## src/rtl/audio_dma_reader.sv

```systemverilog
// Audio sample-DMA channel: fetches PCM bytes over the shared req/gnt bus and plays them as nibbles.
// Optional feature macro AUDIO_DMA_LOOP_EN: at the natural end of a block, reload it and keep playing.
module audio_dma_reader #(
  parameter int unsigned BASE_DIV   = 256,
  parameter int unsigned FIFO_DEPTH = 2
) (
  input  logic        clk,
  input  logic        reset,
  input  logic [15:0] dma_addr,
  input  logic [7:0]  dma_length,
  input  logic [7:0]  dma_ctrl,
  input  logic        trig_wr,
  input  logic [7:0]  trig_din,
  output logic        bus_req,
  input  logic        bus_gnt,
  output logic [15:0] bus_addr,
  output logic [2:0]  bus_bank,
  input  logic [7:0]  bus_din,
  output logic [3:0]  sample,
  output logic        sample_stb,
  output logic        busy,
  output logic        done
);

  localparam int unsigned CNT_W   = $clog2(BASE_DIV * 8);
  localparam int unsigned PTR_W   = (FIFO_DEPTH > 1) ? $clog2(FIFO_DEPTH) : 1;
  localparam int unsigned FCNT_W  = PTR_W + 1;
  localparam int unsigned BYTES_W = 13;

  typedef enum logic [1:0] {S_IDLE, S_REQ, S_CAPTURE, S_PLAY_ONLY} state_e;

  state_e              state_q, state_d;
  logic [15:0]         addr_q, addr_d;
  logic [BYTES_W-1:0]  bytes_left_q, bytes_left_d;
  logic [2:0]          bank_q, bank_d;
  logic [1:0]          rate_q, rate_d;
  logic [CNT_W-1:0]    cnt_q, cnt_d;
  logic [FCNT_W-1:0]   fcnt_q, fcnt_d;
  logic [PTR_W-1:0]    wr_ptr_q, wr_ptr_d, rd_ptr_q, rd_ptr_d;
  logic                phase_q, phase_d;
  logic [3:0]          hold_q, hold_d;
  logic [3:0]          sample_q, sample_d;
  logic                stb_q, stb_d;
  logic                bus_req_q, bus_req_d;
  logic                busy_q, busy_d;
  logic                done_q, done_d;
  logic [7:0]          fifo_q [FIFO_DEPTH];
`ifdef AUDIO_DMA_LOOP_EN
  logic [15:0]         start_addr_q;
  logic [BYTES_W-1:0]  start_bytes_q;
`endif

  logic               start_c, stop_c, run_c, tick_c, hi_tick_c, lo_tick_c;
  logic               pop_c, push_c, end_c, fetch_ok_c;
  logic [7:0]         fifo_rd_c;
  logic [BYTES_W-1:0] start_bytes_c;
  logic               unused_ok_c;

  function automatic logic [CNT_W-1:0] reload_f(input logic [1:0] rate);
    return CNT_W'((BASE_DIV << rate) - 32'd1);
  endfunction

  // Length register counts 16-byte units; zero selects the full 4 KiB block.
  assign start_bytes_c = (dma_length == 8'd0) ? BYTES_W'(13'h1000)
                                              : {1'b0, dma_length, 4'h0};

  assign start_c    = trig_wr & trig_din[7] & dma_ctrl[7];
  assign stop_c     = busy_q & ((trig_wr & ~trig_din[7]) | ~dma_ctrl[7]);
  assign run_c      = busy_q & ~start_c & ~stop_c;
  assign tick_c     = run_c & (cnt_q == '0);
  assign hi_tick_c  = tick_c & ~phase_q;
  assign lo_tick_c  = tick_c & phase_q;
  assign pop_c      = hi_tick_c & (fcnt_q != '0);
  assign push_c     = run_c & (state_q == S_CAPTURE);
  assign end_c      = lo_tick_c & (bytes_left_q == '0) & (fcnt_q == '0);
  assign fifo_rd_c  = fifo_q[rd_ptr_q];
  assign fetch_ok_c = (fcnt_d < FCNT_W'(FIFO_DEPTH)) & (bytes_left_d != '0);
  assign unused_ok_c = ^{dma_ctrl[3:2], trig_din[6:0]};

  // FSM state register
  always_ff @(posedge clk) begin
    if (reset) state_q <= S_IDLE;
    else       state_q <= state_d;
  end

  // FSM next state: restart beats stop beats natural end
  always_comb begin
    state_d = state_q;
    if (start_c) begin
      state_d = S_REQ;
    end else if (stop_c) begin
      state_d = S_IDLE;
    end else if (end_c) begin
`ifdef AUDIO_DMA_LOOP_EN
      state_d = S_REQ;
`else
      state_d = S_IDLE;
`endif
    end else begin
      case (state_q)
        S_REQ:       if (bus_gnt) state_d = S_CAPTURE;
        S_CAPTURE,
        S_PLAY_ONLY: state_d = fetch_ok_c ? S_REQ : S_PLAY_ONLY;
        default:     state_d = S_IDLE;
      endcase
    end
  end

  // FSM outputs, registered below
  always_comb begin
    bus_req_d = (state_d == S_REQ);
    busy_d    = (state_d != S_IDLE);
    done_d    = end_c;
  end

  // Datapath next state: address/count, prefetch FIFO, rate counter, nibble sequencing
  always_comb begin
    addr_d       = addr_q;
    bytes_left_d = bytes_left_q;
    bank_d       = bank_q;
    rate_d       = rate_q;
    cnt_d        = cnt_q;
    fcnt_d       = fcnt_q;
    wr_ptr_d     = wr_ptr_q;
    rd_ptr_d     = rd_ptr_q;
    phase_d      = phase_q;
    hold_d       = hold_q;
    sample_d     = sample_q;
    stb_d        = 1'b0;
    if (start_c) begin
      addr_d       = dma_addr;
      bytes_left_d = start_bytes_c;
      bank_d       = dma_ctrl[6:4];
      rate_d       = dma_ctrl[1:0];
      cnt_d        = reload_f(dma_ctrl[1:0]);
      fcnt_d       = '0;
      wr_ptr_d     = '0;
      rd_ptr_d     = '0;
      phase_d      = 1'b0;
    end else if (run_c) begin
      if (push_c) begin
        addr_d       = addr_q + 16'd1;
        bytes_left_d = bytes_left_q - BYTES_W'(1);
        wr_ptr_d     = wr_ptr_q + PTR_W'(1);
      end
      fcnt_d = fcnt_q + FCNT_W'(push_c) - FCNT_W'(pop_c);
      cnt_d  = tick_c ? reload_f(rate_q) : cnt_q - CNT_W'(1);
      // An empty FIFO at a high-nibble tick leaves sample and phase untouched
      if (pop_c) begin
        rd_ptr_d = rd_ptr_q + PTR_W'(1);
        sample_d = fifo_rd_c[7:4];
        hold_d   = fifo_rd_c[3:0];
        phase_d  = 1'b1;
        stb_d    = 1'b1;
      end
      if (lo_tick_c) begin
        sample_d = hold_q;
        phase_d  = 1'b0;
        stb_d    = 1'b1;
      end
`ifdef AUDIO_DMA_LOOP_EN
      if (end_c) begin
        addr_d       = start_addr_q;
        bytes_left_d = start_bytes_q;
      end
`endif
    end
  end

  always_ff @(posedge clk) begin
    if (reset) begin
      addr_q       <= '0;
      bytes_left_q <= '0;
      bank_q       <= '0;
      rate_q       <= '0;
      cnt_q        <= '0;
      fcnt_q       <= '0;
      wr_ptr_q     <= '0;
      rd_ptr_q     <= '0;
      phase_q      <= 1'b0;
      hold_q       <= '0;
      sample_q     <= '0;
      stb_q        <= 1'b0;
      bus_req_q    <= 1'b0;
      busy_q       <= 1'b0;
      done_q       <= 1'b0;
    end else begin
      addr_q       <= addr_d;
      bytes_left_q <= bytes_left_d;
      bank_q       <= bank_d;
      rate_q       <= rate_d;
      cnt_q        <= cnt_d;
      fcnt_q       <= fcnt_d;
      wr_ptr_q     <= wr_ptr_d;
      rd_ptr_q     <= rd_ptr_d;
      phase_q      <= phase_d;
      hold_q       <= hold_d;
      sample_q     <= sample_d;
      stb_q        <= stb_d;
      bus_req_q    <= bus_req_d;
      busy_q       <= busy_d;
      done_q       <= done_d;
    end
  end

  always_ff @(posedge clk) begin
    if (push_c) fifo_q[wr_ptr_q] <= bus_din;
  end

`ifdef AUDIO_DMA_LOOP_EN
  always_ff @(posedge clk) begin
    if (reset) begin
      start_addr_q  <= '0;
      start_bytes_q <= '0;
    end else if (start_c) begin
      start_addr_q  <= dma_addr;
      start_bytes_q <= start_bytes_c;
    end
  end
`endif

  assign bus_req    = bus_req_q;
  assign bus_addr   = addr_q;
  assign bus_bank   = bank_q;
  assign sample     = sample_q;
  assign sample_stb = stb_q;
  assign busy       = busy_q;
  assign done       = done_q;

endmodule

```

## config.mk

```make
export PLATFORM = sky130hd
export DESIGN_NAME = audio_dma_reader
export DESIGN_NICKNAME = d
export VERILOG_FILES = /design/src/rtl/audio_dma_reader.sv
export SDC_FILE = /design/constraint.sdc
export NUM_CORES = 1
export LEC_CHECK = 0
export ABC_AREA = 0
export BUFFER_PORTS_ARGS = -buffer_cell sky130_fd_sc_hd__buf_2
export CAP_MARGIN = 20
export CORE_ASPECT_RATIO = 1.25
export CORE_UTILIZATION = 49
export DETAILED_ROUTE_END_ITERATION = 16
export PLACE_DENSITY = 0.8
export SETUP_SLACK_MARGIN = 0.2
export SYNTH_ARGS = -nofsm -noshare
export SYNTH_HDL_FRONTEND = slang
export SYNTH_SLANG_ARGS = --single-unit
export TNS_END_PERCENT = 100
```

## constraint.sdc

```tcl
create_clock -name clk -period 4 [get_ports clk]
set_clock_uncertainty 0.15 [all_clocks]
set_input_delay 1.2 -clock clk [delete_from_list [all_inputs] [get_ports clk]]
set_output_delay 1.2 -clock clk [all_outputs]
set_load 0.02 [all_outputs]
```

==> impl_metrics.tcl, run 1 <==
set metrics [dict create \
    status "finished, final reports clean" \
    p_clk_share_pct 37.0 \
    cpMaxStageDelayCell "sky130_fd_sc_hd__or3_1" \
    clock_insertion_delay_worst_skew_ns 0.35 \
    drv.max_cap_violation_count 0 \
    synth.yosys.warnings 0 \
    cts-buffers-inserted 9 \
    drtPass1Iterations 4 \
    antenna_cells_inserted 0 \
    power_switching_share_pct 24.7 \
    cts.root.buffer_cell "sky130_fd_sc_hd__clkbuf_8" \
    ys_dominant_reg_cell "sky130_fd_sc_hd__dfxtp_1" \
    critical-path-max-stage-delay_ns 0.38 \
    hold_path_depth 2 \
    holdCritPathClass "register to register" \
    crit_path_end_kind "register" \
    crit_arrival_ns 3.50 \
    worst-path-max-fanout 8 \
    route.detailed.drc 0 \
    final_cell_mix "sky130_fd_sc_hd__buf_2, sky130_fd_sc_hd__nor2_1, sky130_fd_sc_hd__dfxtp_1, sky130_fd_sc_hd__nand2_1, sky130_fd_sc_hd__a211oi_1" \
    gpl.final_weighted_congestion 0.898 \
    final-instance-count-excl-fill 588 \
    finish.net_count 548 \
    most_common_cell_after_layout_fill_and_taps_aside "sky130_fd_sc_hd__buf_2" \
    layout_min_cycle_time_ns 3.37 \
    drt_iter0_drc 144 \
    irDropWorstVdd_v 0.000242 \
    synth-async-reset-ratio_pct 0 \
    synthAdderAreaFrac_pct 1.65 \
    grt_pass1_wl_um 13900 \
    critical_path_start_end_classification "input pin to register" \
    post-route-period-util_pct 84.3 \
    synth-simple-area-share_pct 22.8 \
    placed_cells_incl_taps 571 \
    clock_path_buffers 2 \
    vias_per_cell 5.69 \
    timing.reg2reg.worst_path_depth 7 \
    die_height_um 100 \
    ys_ff_latch 81 \
    cts.hold.buffers_added 0 \
    final_hold_violating_endpoints 0 \
    starting_utilization_of_the_core_area_pct 51.0 \
    synth-compound-area-share_pct 15.6 \
    grt_start_max_net_pins 34 \
    muxShareOfSynthArea_pct 2.90 \
    synth_enable_flop_cells 16 \
    place.port_buffers 69 \
    dpl.hpwl_um 6060 \
    timing.slew.headroom_pct 44.9 \
    area_of_the_die_sq_um 8100 \
    final.hold.worst_slack_ns 0.310 \
    floorplan.io_pins 79 \
    cts-htree-levels 3 \
    cell_chain_of_the_critical_path "buf_2 > and3b_2 > nand4_1 > nor3_2 > ha_4 > inv_2 > ha_4 > xnor2_1 > nor2_1 > xnor2_1 > o21a_1 > or3_1 > a31oi_1" \
    fmaxAchievable_ghz 0.297 \
    floorplan.core_area_sq_um 7440 \
    number_of_nets_produced_by_synthesis 477 \
    drive_gt1_share_pct 22.2 \
    combPwrFrac_pct 11.6 \
    netSwitchingPower_mw 0.424 \
    internal_power_mw 1.29 \
    timing.critical_path.required_ns 4.13 \
    max_slew_violation_count 0 \
    clock-sinks 81 \
    power.density_nw_per_um2 383 \
    num-fill-cells 677 \
    worst_path_clk_slew_ns 0.08 \
    grt_pass1_vias 3226 \
    tritoncts "built" \
    synthesis.area_sq_um 3790 \
    dr_total_vias 3348 \
    setup_tns_ns 0 \
    layout.core_utilization_pct 60.2 \
    std_cell_rows 35 \
    rsz0062_at_grt "no" \
    route.antenna.remaining_nets 0 \
    wire_per_inst_um 14.4 \
    sum_of_routed_wire_length_over_all_layers_um 8450 \
    worst_pin_slew_ns 0.827 \
    area_delta_synth_final_pct 18.2 \
    syn-instance-count 420 \
    post_cts.repair.setup_buffers 0 \
    average_cell_area_after_synthesis_sq_um 9.03 \
    cts_repair_resize_count 0 \
    initial_antenna_violation_count 0 \
    dieWidth_um 80.7 \
    yosysUniqueCellTypes 50 \
    seq_power_share_pct 51.5 \
    overall_track_demand_over_capacity_in_global_routing_pct 22.2 \
    part_of_the_yosys_area_used_for_sequential_elements_pct 47.0 \
    power.leakage_nw 1.74 \
    overflow 0 \
    setup.worst_path.start_class "input pin" \
    timing.final.setup_violations 0 \
    main_combinational_cell_family_by_area_after_synthesis "simple AND/OR/NAND/NOR gates" \
    post_synth_xor_area_fraction_pct 6.46 \
]
==> final timing paths <==
kind | startpoint | endpoint | slack (ns)
setup reg to reg | bytes_left_q[2]$_SDFF_PP0_ | bus_req$_SDFF_PP0_ | 1.04
hold / removal | bus_bank[1]$_SDFFE_PP0P_ | bus_bank[1]$_SDFFE_PP0P_ | 0.31
hold reg to reg | bus_bank[1]$_SDFFE_PP0P_ | bus_bank[1]$_SDFFE_PP0P_ | 0.31
setup / recovery | trig_wr | busy$_SDFF_PP0_ | 0.63
==> power groups by stage <==
stage	clock, mW	sequential [mW]	combinational (mW)
detailed placement	0	0.902	0.196
CTS	0.646	0.884	0.198
floorplan	0	0.910	0.122
global placement	0	0.901	0.192
finish	0.635	0.884	0.198
global route	0.679	0.888	0.220
==> critical path, delay by kind of cell <==
kind	cells	cell delay, ns
buffers and inverters	2	0.19
xor gates and xnor gates	2	0.25
adders and majority gates	2	0.35
AOI/OAI and AO/OA	2	0.34
and+or+nand+nor	5	1.16
==> logic make-up (layout without fill, tap and decap cells) <==
group	count (synthesis)	after routing
AND/OR/NAND/NOR	178	178
adder cells (fa/ha/maj)	5	5
buffers and inverters	29	105
AO/OA/AOI/OAI	88	88
XOR/XNOR	28	28
flip-flops	81	81
multiplexers	11	11
==> flip-flops by register name (all words and copies together) (netlist names), 2 cells and up, named ones only <==
name	cells
bus_addr	16
fifo_q	16
bytes_left_q	13
cnt_q	11
hold_q	4
sample	4
bus_bank	3
fcnt_q	2
rate_q	2
state_q	2
==> cell usage after synthesis (all sizes together) (2+ instances only) <==
library cell   n  area share [%]
nand3         16             2.1
edfxtp        16              13
a31oi          2            0.33
nor3b          2            0.40
buf            7             1.4
o31a           3            0.69
nand4          6            0.99
clkbuf        14             1.4
nand3b         3            0.59
dfxtp         65              34
nor3          18             2.5
inv            8            0.79
nand2         30             3.0
xnor2         14             3.2
o31ai          2            0.53
nor2b          3            0.49
or4b           2            0.63
ha             5             1.6
nor2          69             6.8
or3           11             1.9
nor4b          2            0.46
a32oi          3            0.69
nor4           7             1.2
a311oi         8             1.8
a211oi        24             4.7
o21a           3            0.59
or2            2            0.33
a21oi         21             2.8
xor2          14             3.2
and3           2            0.33
mux2i         11             2.9
o21ai         15             2.0
==> layout make-up <==
cell class                      instances  area (sq um)  area share, %
Inverter                                8          30.0          0.670
Clock buffer                           11           131           2.93
Tap cell                               92           115           2.57
Multi-Input combinational cell        310          1910           42.7
Timing Repair Buffer                   81           433           9.65
Sequential cell                        81          1780           39.7
Clock inverter                          5          80.1           1.79
==> metrics by stage <==
stage               setup WS, ns  total power [mW]  area (sq um)
CTS                        0.643              1.73          4480
global route               0.492              1.79          4480
global placement           0.333              1.09          4270
detailed placement         0.269              1.10          4270
finish                     0.628              1.72          4480
floorplan                  0.205              1.03          3830
==> layer usage <==
layer | part of all wire, % | routed length [um] | global-route usage [%] | vias up
li1 | - | - | - | 1666
met1 | 43 | 3680 | 26.6 | 1542
met2 | 47 | 4010 | 37.5 | 118
met3 | 6.5 | 553 | 4.36 | 22
met4 | 2.5 | 211 | 11.1 | 0
met5 | 0 | 0 | 0 | -
Power figures use the tool's default switching activity.
==> run 2: changes to the inputs <==
Settings changed: CORE_UTILIZATION 49 to 53, PLACE_DENSITY 0.8 to 0.82.
Clock period 4 ns to 3.3 ns, I/O delays scaled along.
==> impl_metrics.tcl, run 2 (synthesized netlist as in run 1, its figures left out) <==
set metrics [dict create \
    status "finished, final reports clean" \
    floorplan.io_pins 79 \
    power.density_nw_per_um2 443 \
    overall_track_demand_over_capacity_in_global_routing_pct 25.2 \
    cts.hold.buffers_added 0 \
    layout_min_cycle_time_ns 3.08 \
    setup.worst_path.start_class "input pin" \
    dieWidth_um 77.7 \
    route.antenna.remaining_nets 0 \
    tritoncts "built" \
    starting_utilization_of_the_core_area_pct 54.7 \
    timing.rr.end "bus_req$_SDFF_PP0_" \
    grt_pass1_wl_um 14500 \
    clock-sinks 81 \
    fmaxAchievable_ghz 0.324 \
    clock_path_buffers 2 \
    route.detailed.drc 0 \
    rsz0062_at_grt "yes" \
    num-fill-cells 539 \
    crit_arrival_ns 3.20 \
    timing.final.setup_violations 0 \
    grt_start_max_net_pins 40 \
    sum_of_routed_wire_length_over_all_layers_um 8720 \
    dr_total_vias 3402 \
    cts-buffers-inserted 9 \
    critical_path_start_end_classification "input pin to register" \
    power.leakage_nw 1.84 \
    dpl.hpwl_um 6180 \
    worst-path-max-fanout 2 \
    holdCritPathClass "register to register" \
    grt_pass1_vias 3230 \
    worst_path_clk_slew_ns 0.07 \
    std_cell_rows 34 \
    preCtsSetupSlack_ns -0.173 \
    most_common_cell_after_layout_fill_and_taps_aside "sky130_fd_sc_hd__nor2_1" \
    reg2reg_from "bytes_left_q[2]$_SDFF_PP0_" \
    floorplan.core_area_sq_um 6930 \
    place.port_buffers 69 \
    die_height_um 96.6 \
    cts.root.buffer_cell "sky130_fd_sc_hd__clkbuf_8" \
    finish.net_count 567 \
    drtPass1Iterations 4 \
    r2r_setup_slack_ns 0.32 \
    vias_per_cell 5.62 \
    gpl.final_weighted_congestion 0.892 \
    drv.max_cap_violation_count 0 \
    max_slew_violation_count 0 \
    post-route-period-util_pct 93.5 \
    fin_ws_ns 0.215 \
    final_hold_violating_endpoints 0 \
    worst_setup_path_endpoint "busy$_SDFF_PP0_" \
    drt_iter0_drc 241 \
    critPathLaunch "trig_wr" \
    area_delta_synth_final_pct 23.4 \
    timing.slew.headroom_pct 63.1 \
    final.hold.worst_slack_ns 0.307 \
    timing.reg2reg.worst_path_depth 7 \
    irDropWorstVdd_v 0.000332 \
    cts-htree-levels 3 \
    clock_insertion_delay_worst_skew_ns 0.35 \
    timing.critical_path.required_ns 3.42 \
    initial_antenna_violation_count 0 \
    wire_per_inst_um 14.4 \
    worst_pin_slew_ns 0.549 \
    overflow 0 \
    final_cell_mix "sky130_fd_sc_hd__nor2_1, sky130_fd_sc_hd__buf_2, sky130_fd_sc_hd__dfxtp_1, sky130_fd_sc_hd__nand2_1, sky130_fd_sc_hd__buf_4" \
    drive_gt1_share_pct 26.2 \
    crit_path_end_kind "register" \
    antenna_cells_inserted 0 \
    area_of_the_die_sq_um 7500 \
]
==> run 2: cell count changes in the layout (fill, tap and decap cells not counted), moves of 2 or more <==
| cell | previous run | this run |
|---|---|---|
| sky130_fd_sc_hd__buf_2 | 70 | 68 |
| sky130_fd_sc_hd__clkinvlp_4 | 2 | 0 |
| sky130_fd_sc_hd__buf_4 | 11 | 29 |
| sky130_fd_sc_hd__nor4_1 | 7 | 5 |
| sky130_fd_sc_hd__nor4_2 | 0 | 2 |
==> run 2: final cells by class <==
cell class                 instances  area (sq um)  share of cell area (%)
inverter                           8          30.0                   0.642
multi-input combinational        310          1960                    41.9
clock buffer                      12           135                    2.89
sequential                        81          1780                    38.1
timing repair buffer             100           589                    12.6
clock inverter                     4          68.8                    1.47
tap                               90           113                    2.41
==> run 2: worst max-delay path: stages <==
cell and delay, ns:
sky130_fd_sc_hd__buf_8 0.09, sky130_fd_sc_hd__and3b_2 0.23, sky130_fd_sc_hd__nand4_1 0.20, sky130_fd_sc_hd__nor3_4 0.24, sky130_fd_sc_hd__ha_4 0.23, sky130_fd_sc_hd__inv_2 0.06
sky130_fd_sc_hd__ha_4 0.13, sky130_fd_sc_hd__xnor2_2 0.10, sky130_fd_sc_hd__nor2_1 0.07, sky130_fd_sc_hd__xnor2_1 0.14, sky130_fd_sc_hd__o21a_1 0.19, sky130_fd_sc_hd__or3_4 0.33
sky130_fd_sc_hd__a31oi_1 0.19
==> run 2: how the worst min path moves through the flow <==
| stage | startpoint | to | cells after the start |
|---|---|---|---|
| 2_1_floorplan | rate_q[0]$_SDFFE_PP0P_ | rate_q[0]$_SDFFE_PP0P_ | 2 |
| 3_3_place_gp | bus_bank[2]$_SDFFE_PP0P_ | bus_bank[2]$_SDFFE_PP0P_ | 2 |
| 3_5_place_dp | bus_bank[1]$_SDFFE_PP0P_ | bus_bank[1]$_SDFFE_PP0P_ | 2 |
| 4_1_cts | bus_bank[2]$_SDFFE_PP0P_ | bus_bank[2]$_SDFFE_PP0P_ | 2 |
| 5_1_grt | bus_bank[2]$_SDFFE_PP0P_ | bus_bank[2]$_SDFFE_PP0P_ | 2 |
| 6_report | bus_bank[2]$_SDFFE_PP0P_ | bus_bank[2]$_SDFFE_PP0P_ | 2 |
==> run 2: routing by layer <==
metal  part of all wire, %  GRT usage (%)  vias up
met5                     0              0        -
met2                    51           45.9      110
li1                      -              -     1703
met4                   2.3           14.2        0
met3                   5.3           4.04       18
met1                    41           28.1     1571
==> run 2: timing repair <==
item / 4_1_cts / 5_1_grt
pin swaps: 8 / 6
setup endpoints to repair: 2 / 3
resized for setup: 6 / 7
buffers inserted: 4 / 3
gates cloned: 0 / 0
==> run 2: power breakdown <==
part / internal (mW) / switching, mW / total (mW)
Sequential: 1.04 / 0.0338 / 1.07
Clock: 0.423 / 0.323 / 0.747
Combinational: 0.114 / 0.142 / 0.256
Total: 1.58 / 0.499 / 2.08
==> run 2: through the flow <==
step / instances / TNS, ns / util, % / instance area [sq um] / power [mW]
2_1_floorplan: 420 / -0.694 / - / 3830 / 1.25
3_3_place_gp: 581 / -0.176 / 62.8 / 4360 / 1.33
3_5_place_dp: 581 / -0.362 / 62.8 / 4360 / 1.34
4_1_cts: 601 / 0 / 66.6 / 4620 / 2.08
5_1_grt: 605 / 0 / 67.5 / 4680 / 2.16
6_report: 605 / 0 / 67.5 / 4680 / 2.08
